### src/rtl/rv32i_pkg.sv
// +----------------------------------------------------------------------+
// | rv32i_pkg                                                            |
// | Shared types and constants for the RV32I front end.                  |
// | Revision: 1.0                                                        |
// +----------------------------------------------------------------------+
`default_nettype none

package rv32i_pkg;

  localparam int XLEN = 32;
  localparam logic [XLEN-1:0] RV32I_NOP = 32'h0000_0013;

  typedef enum logic [1:0] {
    FETCH = 2'd0,
    ISSUE = 2'd1,
    DRAIN = 2'd2,
    FAULT = 2'd3
  } fetch_state_t;

endpackage

`default_nettype wire

### src/rtl/fetch_watchdog.sv
// +----------------------------------------------------------------------+
// | fetch_watchdog                                                       |
// | Counts unacknowledged request cycles; expires at TIMEOUT_CYCLES.     |
// | Revision: 1.0                                                        |
// +----------------------------------------------------------------------+
`default_nettype none

module fetch_watchdog #(
  parameter int unsigned TIMEOUT_CYCLES = 16
) (
  input  logic clk,
  input  logic rst,
  input  logic i_restart,
  input  logic i_active,
  output logic o_expire
);

  localparam int unsigned c_cnt_w = $clog2(TIMEOUT_CYCLES + 1);

  logic [c_cnt_w-1:0] r_count;

  always_ff @(posedge clk) begin
    if (rst || i_restart) begin
      r_count <= '0;
    end else if (i_active && !o_expire) begin
      r_count <= r_count + 1'b1;
    end
  end

  // Expires on the cycle whose increment would bring the count to the limit.
  assign o_expire = i_active && !i_restart &&
                    (r_count == c_cnt_w'(TIMEOUT_CYCLES - 1));

endmodule

`default_nettype wire

### src/rtl/instruction_fetch.sv
// +----------------------------------------------------------------------+
// | instruction_fetch                                                    |
// | RV32I fetch stage: PC, imem req/ack, branch redirect, fault capture. |
// | Optional macro IFETCH_TIMEOUT_EN adds an ack-timeout watchdog.       |
// | Revision: 1.0                                                        |
// +----------------------------------------------------------------------+
`default_nettype none

module instruction_fetch
  import rv32i_pkg::*;
#(
  parameter logic [XLEN-1:0] RESET_PC       = 32'h0000_0000,
  parameter int unsigned     TIMEOUT_CYCLES = 16
) (
  input  logic            clk,
  input  logic            rst,
  input  logic            imem_ack,
  input  logic [XLEN-1:0] imem_rdata,
  output logic            imem_req,
  output logic [XLEN-1:0] imem_addr,
  input  logic            stall,
  input  logic            branch_taken,
  input  logic [XLEN-1:0] branch_target,
  output logic [XLEN-1:0] instruction,
  output logic [XLEN-1:0] pc,
  output logic            instr_valid,
  output logic            fault
);

  fetch_state_t    r_state;
  logic [XLEN-1:0] r_pc;
  logic [XLEN-1:0] r_instruction;
  logic [XLEN-1:0] r_redirect_target;
  logic            r_redirect_pending;
  logic            r_instr_valid;
  logic            r_fault;
  logic            r_imem_req;

  logic            w_misaligned;
  logic            w_timeout;
  logic [XLEN-1:0] w_pc_plus4;

  assign w_misaligned = branch_taken && (branch_target[1:0] != 2'b00);
  assign w_pc_plus4   = r_pc + 32'd4;

`ifdef IFETCH_TIMEOUT_EN
  logic w_wd_restart;

  // Count restarts whenever a request phase (FETCH or DRAIN) begins afresh.
  assign w_wd_restart = imem_ack || (r_state == ISSUE) || (r_state == FAULT) ||
                        ((r_state == FETCH) && branch_taken);

  fetch_watchdog #(
    .TIMEOUT_CYCLES (TIMEOUT_CYCLES)
  ) u_fetch_watchdog (
    .clk       (clk),
    .rst       (rst),
    .i_restart (w_wd_restart),
    .i_active  (r_imem_req && !imem_ack),
    .o_expire  (w_timeout)
  );
`else
  // Without the watchdog the block waits for the ack indefinitely.
  assign w_timeout = 1'b0 & (TIMEOUT_CYCLES == 0);
`endif

  always_ff @(posedge clk) begin
    if (rst) begin
      r_state            <= FETCH;
      r_pc               <= RESET_PC;
      r_instruction      <= RV32I_NOP;
      r_redirect_target  <= RESET_PC;
      r_redirect_pending <= 1'b0;
      r_instr_valid      <= 1'b0;
      r_fault            <= 1'b0;
      r_imem_req         <= 1'b0;
    end else begin
      case (r_state)
        FETCH: begin
          if (w_misaligned) begin
            r_state       <= FAULT;
            r_pc          <= branch_target;
            r_fault       <= 1'b1;
            r_instr_valid <= 1'b0;
            r_imem_req    <= 1'b0;
          end else if (branch_taken && imem_ack) begin
            r_pc       <= branch_target;
            r_imem_req <= 1'b1;
          end else if (branch_taken) begin
            // Outstanding request cannot be cancelled; its word is dropped in DRAIN.
            r_redirect_pending <= 1'b1;
            r_redirect_target  <= branch_target;
            r_state            <= DRAIN;
            r_imem_req         <= 1'b1;
          end else if (imem_ack) begin
            r_instruction <= imem_rdata;
            r_instr_valid <= 1'b1;
            r_imem_req    <= 1'b0;
            r_state       <= ISSUE;
          end else if (w_timeout) begin
            r_state       <= FAULT;
            r_fault       <= 1'b1;
            r_instr_valid <= 1'b0;
            r_imem_req    <= 1'b0;
          end else begin
            r_imem_req <= 1'b1;
          end
        end

        ISSUE: begin
          if (w_misaligned) begin
            r_state       <= FAULT;
            r_pc          <= branch_target;
            r_fault       <= 1'b1;
            r_instr_valid <= 1'b0;
            r_imem_req    <= 1'b0;
          end else if (branch_taken || !stall) begin
            r_pc          <= branch_taken ? branch_target : w_pc_plus4;
            r_instruction <= RV32I_NOP;
            r_instr_valid <= 1'b0;
            r_imem_req    <= 1'b1;
            r_state       <= FETCH;
          end
        end

        DRAIN: begin
          if (w_misaligned) begin
            r_state            <= FAULT;
            r_pc               <= branch_target;
            r_fault            <= 1'b1;
            r_instr_valid      <= 1'b0;
            r_imem_req         <= 1'b0;
            r_redirect_pending <= 1'b0;
          end else if (imem_ack) begin
            r_pc               <= branch_taken ? branch_target : r_redirect_target;
            r_redirect_pending <= 1'b0;
            r_imem_req         <= 1'b1;
            r_state            <= FETCH;
          end else if (branch_taken) begin
            r_redirect_target <= branch_target;
            r_imem_req        <= 1'b1;
          end else if (w_timeout) begin
            r_state            <= FAULT;
            r_fault            <= 1'b1;
            r_instr_valid      <= 1'b0;
            r_imem_req         <= 1'b0;
            r_redirect_pending <= 1'b0;
          end else begin
            r_imem_req <= 1'b1;
          end
        end

        FAULT: begin
          r_fault       <= 1'b1;
          r_instr_valid <= 1'b0;
          r_imem_req    <= 1'b0;
        end

        default: begin
          r_state <= FETCH;
        end
      endcase
    end
  end

  assign imem_req    = r_imem_req;
  assign imem_addr   = r_pc;
  assign pc          = r_pc;
  assign instruction = r_instruction;
  assign instr_valid = r_instr_valid;
  assign fault       = r_fault;

endmodule

`default_nettype wire
### config.mk
export PLATFORM = sky130hd
export DESIGN_NAME = instruction_fetch
export DESIGN_NICKNAME = d
export VERILOG_FILES = /design/src/rtl/rv32i_pkg.sv /design/src/rtl/fetch_watchdog.sv /design/src/rtl/instruction_fetch.sv
export SDC_FILE = /design/constraint.sdc
export NUM_CORES = 1
export LEC_CHECK = 0
export ABC_AREA = 1
export BUFFER_PORTS_ARGS = -buffer_cell sky130_fd_sc_hd__buf_4
export CAP_MARGIN = 15
export CORE_ASPECT_RATIO = 1.2
export CORE_UTILIZATION = 25
export CTS_BUF_LIST = sky130_fd_sc_hd__clkbuf_4 sky130_fd_sc_hd__clkbuf_8 sky130_fd_sc_hd__clkbuf_16
export CTS_CLUSTER_SIZE = 24
export DETAILED_ROUTE_END_ITERATION = 8
export PLACE_DENSITY = 0.54
export RECOVER_POWER = 100
export SLEW_MARGIN = 10
export SYNTH_ARGS = -nofsm -noshare
export SYNTH_HDL_FRONTEND = slang
export SYNTH_SLANG_ARGS = --single-unit
export TNS_END_PERCENT = 100
### constraint.sdc
create_clock -name clk -period 2.05 [get_ports clk]
set_clock_uncertainty 0.2 [all_clocks]
set_input_delay 0.205 -clock clk [delete_from_list [all_inputs] [get_ports clk]]
set_output_delay 0.205 -clock clk [all_outputs]
set_load 0.005 [all_outputs]
==> results_dict.tcl, run 1 <==
set metrics [dict create \
    grt_use_total_pct 17.6 \
    cellLeakagePower_nw 3.72 \
    crit_top_cell "inv_4" \
    remaining_drc_errors 0 \
    h-tree-depth 3 \
    routed_wl_mm 22.7 \
    antenna_found_initial 0 \
    clk_latency_ps 360 \
    cts_tree "done" \
    critPathMaxFanout 11 \
    root_buffer "clkbuf_16" \
    final_cell_mix "nand2_1, buf_4, a21oi_1" \
    crit_chain "inv_2, ha_2, inv_4, buf_4, a21oi_2, nand3_2, inv_1, nand2_2, inv_4, clkbuf_16, nand2_1, a21oi_1" \
    synth-edff-count 0 \
    maxSlewViolCount 0 \
    synth_area_um2 6140 \
    initial_core_util_pct 25.5 \
    slowest_stage "dfxtp_4" \
    final_common_cell "nand2_1" \
    cp-start-kind "flip-flop" \
    required_ps 2140 \
    synth_cell_types 42 \
    setup_tns_ps 0 \
    post-route-util_pct 36.4 \
    final_layout_size_suffix_gt1_share_pct 26.2 \
    dieHeight_um 174 \
    dr_total_vias 6840 \
    rsz0062_at_grt "true" \
    finalNetCount 1247 \
    synth_ff_type "dfxtp_1" \
    io_pins 168 \
    gr-total-overflow 0 \
    max_freq_mhz 507 \
    numPortBuffers 167 \
    routed_via_density 4.57 \
    hold_viol 0 \
    grt_pass1_vias 6299 \
    ant_nets 0 \
    fillCellCount 2637 \
    ys_seq_elements 101 \
    cts_buffers 9 \
    syn_nets 1036 \
    routedWlPerCell_um 15.2 \
    cts.path.max_buffers 2 \
    dr.pass1.iters 5 \
    arrival_ps 2060 \
    period_share_pct 96.3 \
    maxCapViolations 0 \
    post-cts-setup-buffers 0 \
    synth-async-reset-ratio_pct 0 \
    rows 62 \
    synth_top_area_share_pct 32.9 \
    dieArea_um2 25200 \
    grt_first_pass_wirelength_mm 34.7 \
    synth_warnings 0 \
    final-setup-viol-count 0 \
    reg2reg_slack_ps 80 \
    power.density_nw_per_um2 1070 \
    grt_max_degree 65 \
    postSynthAreaPerCell_um2 6.39 \
    vdd_drop_max_uv 511 \
    maxSlewHeadroom_pct 73.3 \
    critPathKind "flip-flop to flip-flop" \
    hp-class "input port to flip-flop" \
    cts_sinks 101 \
    clk_pin_slew_ps 80 \
    die_w_um 145 \
    max_stage_delay_ps 360 \
    ys_top_cells_by_area "dfxtp_1, nand2_1, a21oi_1, o21ai_0, inv_1" \
    syn-instance-count 961 \
    yosys.area.top_type "dfxtp_1" \
    crit_path_end_kind "flip-flop" \
    core_area_um2 24000 \
    worst_slew_pin_slew_ps 400 \
    whs_ps 7.67 \
    layout_min_cycle_time_ps 1970 \
    gp_congestion 0.867 \
    seq_area_frac_synth_pct 32.9 \
    drt_first_iter_violations 382 \
    antenna_cells 0 \
    status "completed" \
    dpl.hpwl_mm 16.3 \
    area_growth_pct 42.4 \
]
==> sequential cells by signal (all words and copies together), names as in the netlist <==
register and cells:
imem_addr 32, instruction 32, r_redirect_target 32, r_state 2, fault 1, imem_req 1, instr_valid 1
==> layer usage <==
layer | part of all wire (%) | track usage, %
met1 | 43 | 21.3
met2 | 49 | 31.2
met3 | 5.3 | 3.50
met4 | 2.2 | 5.39
met5 | 0 | 0
==> timing repair <==
action,in CTS,in global routing
hold endpoints to repair,42,0
cloned,0,1
pin swaps,0,2
endpoints found under the setup margin,30,86
resized for setup,3,36
hold buffers,42,0
==> kinds of logic after synthesis <==
family          count (synthesis)  share of synthesized area (%)
compound gates                269                           24.0
xor+xnor                        9                           1.28
fa+ha+maj                       6                           1.22
buf+inv                       173                           13.5
flops                         101                           32.9
simple gates                  403                           27.1
==> worst paths after layout <==
check,startpoint,end,depth (start not counted)
setup / recovery,r_state[1]$_SDFFE_PP0P_,instruction[8]$_SDFFE_PP0P_,12
hold / removal,branch_target[13],imem_addr[13]$_SDFFE_PP0P_,4
setup reg to reg,r_state[1]$_SDFFE_PP0P_,instruction[8]$_SDFFE_PP0P_,12
hold reg to reg,r_redirect_target[24]$_SDFFE_PP0P_,r_redirect_target[24]$_SDFFE_PP0P_,2
==> power breakdown <==
group          leakage, nW  switching (mW)  total [mW]  internal [mW]
Combinational         2.74            2.61        4.76           2.15
Clock                0.140           0.851        1.80          0.953
Sequential           0.834           0.314        2.78           2.46
Total                 3.72            3.78        9.34           5.57
==> cell usage after synthesis (4+ instances only) <==
master,count
nor2_1,71
buf_2,10
ha_1,6
o22ai_1,4
xnor2_1,5
buf_4,38
xor2_1,4
dfxtp_1,101
inv_2,5
a21oi_1,129
o211ai_1,4
inv_1,83
o21ai_0,99
nand2_1,276
clkbuf_1,28
nand3_1,31
nand2_2,6
buf_1,4
a21oi_2,20
==> worst max-delay path: cells and delay by family, from the launching register on <==
kind                       cells  cell delay [ps]
DFF                            1              360
adders and majority gates      1              200
and+or+nand+nor                3              230
AOI/OAI and AO/OA              2              280
buffers and inverters          6              620
==> stage by stage <==
stage	setup WS [ps]	area [um2]	power (mW)	cells
2_1_floorplan	23.4	6140	5.41	961
3_3_place_gp	25.1	7970	7.44	1438
3_5_place_dp	-5.59	7970	7.47	1438
4_1_cts	1.49	8700	9.38	1495
5_1_grt	-31.3	8750	10.0	1496
6_report	76.4	8750	9.34	1496
==> area by class of cell <==
| type | count | area (um2) | area share, % |
|---|---|---|---|
| Tap cell | 320 | 400 | 4.58 |
| Sequential cell | 101 | 2030 | 23.2 |
| Inverter | 89 | 349 | 3.99 |
| Multi-Input combinational cell | 687 | 3350 | 38.3 |
| Timing Repair Buffer | 284 | 2320 | 26.5 |
| Clock buffer | 9 | 225 | 2.57 |
| Clock inverter | 6 | 70.1 | 0.801 |
(Power assumes the default switching activity.)
==> run 2, diff against run 1 <==
--- a/config.mk
+++ b/config.mk
@@ -13,6 +13,7 @@
 export CTS_BUF_LIST = sky130_fd_sc_hd__clkbuf_4 sky130_fd_sc_hd__clkbuf_8 sky130_fd_sc_hd__clkbuf_16
 export CTS_CLUSTER_SIZE = 24
 export DETAILED_ROUTE_END_ITERATION = 8
+export GPL_TIMING_DRIVEN = 0
 export PLACE_DENSITY = 0.54
 export RECOVER_POWER = 100
 export SLEW_MARGIN = 10
==> run 2 against run 1 <==
Net effect:
- die area unchanged
- non-clock buffer count up 34
- sequential share of layout area shrank 0.55 points
- final cell count rose by 2.4%
- critical path type unchanged
- largest cell class unchanged
- largest power group unchanged
==> results_dict.tcl, run 2 (synthesized netlist as in run 1, its figures left out) <==
set metrics [dict create \
    clk_pin_slew_ps 70 \
    dpl.hpwl_mm 18.0 \
    worst_slew_pin_slew_ps 805 \
    cp_top_family "simple AND/OR/NAND/NOR gates" \
    drt_first_iter_violations 463 \
    crit_top_cell "nor2_8" \
    arrival_ps 2120 \
    dr_total_vias 7247 \
    area_growth_pct 49.0 \
    hold_viol 0 \
    clk_latency_ps 370 \
    maxCapViolations 0 \
    cts_sinks 101 \
    root_buffer "clkbuf_16" \
    rows 62 \
    routed_wl_mm 25.2 \
    reg2reg_slack_ps 20 \
    crit_start "r_state[0]$_SDFFE_PP0P_" \
    period_share_pct 99.0 \
    hp-class "input port to flip-flop" \
    routed_via_density 4.73 \
    cts_buffers 9 \
    layout_min_cycle_time_ps 2030 \
    required_ps 2140 \
    cp-start-kind "flip-flop" \
    cp-endpoint "imem_addr[31]$_SDFFE_PP0P_" \
    h-tree-depth 3 \
    maxSlewHeadroom_pct 46.3 \
    post-place-ws_ps -619 \
    dr.pass1.iters 5 \
    io_pins 168 \
    final_common_cell "nand2_1" \
    post_dp_cell_area_um2 7790 \
    critPathKind "flip-flop to flip-flop" \
    ant_nets 0 \
    rr_worst_depth 12 \
    antenna_found_initial 0 \
    dieArea_um2 25200 \
    reg2reg_to "imem_addr[31]$_SDFFE_PP0P_" \
    gr-total-overflow 0 \
    remaining_drc_errors 0 \
    final-setup-viol-count 0 \
    instances_no_fill 1532 \
    fin_ws_ps 21.3 \
    crit_chain "buf_6, ha_4, inv_6, nor2_8, nand2_4, nand3b_4, nor2_8, inv_8, buf_12, a21oi_2, nand2_2, a21oi_1" \
    cellLeakagePower_nw 3.85 \
    finalNetCount 1282 \
    max_stage_delay_ps 360 \
    whs_path_depth 3 \
    final_cell_mix "nand2_1, buf_4, a21oi_1" \
    r2r-start "r_state[0]$_SDFFE_PP0P_" \
    cts_tree "done" \
    grt_max_degree 18 \
    numPortBuffers 166 \
    antenna_cells 0 \
    dieHeight_um 174 \
    grt_first_pass_wirelength_mm 37.0 \
    slowest_stage "dfxtp_4" \
    gp_congestion 0.870 \
    setup_tns_ps 0 \
    worst-path-buf-inv 4 \
    final_area_um2 9160 \
    total_power_mw 9.97 \
    grt_use_total_pct 19.1 \
    initial_core_util_pct 25.5 \
    dp_cells 1447 \
    final_layout_size_suffix_gt1_share_pct 31.4 \
    maxSlewViolCount 0 \
    power.density_nw_per_um2 1090 \
    routedWlPerCell_um 16.4 \
    status "completed" \
    core_area_um2 24000 \
    crit_path_end_kind "flip-flop" \
    die_w_um 145 \
    critPathMaxFanout 6 \
    vdd_drop_max_uv 478 \
    cts.path.max_buffers 2 \
    worst-path-stages 12 \
    grt_pass1_vias 6664 \
    max_freq_mhz 493 \
    rsz0062_at_grt "true" \
]
[run 2: tightest hold or removal path, delay by kind of cell]
family	cells	cell delay, ps
compound gates	2	240
buf+inv	1	110
[run 2: layout make-up]
cell class,count,area [um2]
clock buffers,11,240
flip-flops and latches,101,2080
repair buffers,236,1900
well taps,320,400
multi-input cells,688,3530
plain buffers,82,597
clock inverters,5,43.8
fillers,2643,14900
inverters,89,362
[run 2: worst min-delay path by stage]
| stage | startpoint | endpoint | slack, ps |
|---|---|---|---|
| finish | branch_target[0] | imem_addr[0]$_SDFFE_PP0P_ | 20 |
| global route | branch_target[6] | imem_addr[6]$_SDFFE_PP0P_ | 30 |
| CTS | branch_target[0] | imem_addr[0]$_SDFFE_PP0P_ | 30 |
| detailed placement | imem_rdata[0] | instruction[0]$_SDFFE_PP1P_ | 240 |
| global placement | imem_rdata[0] | instruction[0]$_SDFFE_PP1P_ | 230 |
| floorplan | imem_rdata[0] | instruction[0]$_SDFFE_PP1P_ | 140 |
[run 2: metrics by stage]
stage	hold WS, ps	utilization [%]
after floorplan	141	-
after CTS	27.5	36.8
after detailed placement	236	32.4
after global routing	28.0	38.1
final	15.8	38.1
after global placement	232	32.4
[run 2: power breakdown]
part | switching (mW) | internal (mW) | total [mW] | leakage [nW]
combinational | 2.76 | 2.43 | 5.19 | 2.87
clock | 0.866 | 0.869 | 1.73 | 0.135
sequential | 0.532 | 2.51 | 3.04 | 0.843
[run 2: layer usage]
metal  up-vias  track usage (%)  share of wire [%]
met1      3337             22.8                 42
li1       3582                -                  -
met4         0             9.91                4.4
met5         -                0                  0
met2       272             32.5                 48
met3        56             3.82                6.0
[run 2: timing repair]
action / 4_1_cts / 5_1_grt
pin swaps: 11 / 19
gates resized for setup: 82 / 108
hold buffers: 39 / 0
endpoints found under the setup margin: 98 / 82
endpoints found under the hold margin: 39 / 0
buffers inserted: 19 / 8
gates cloned: 2 / 3
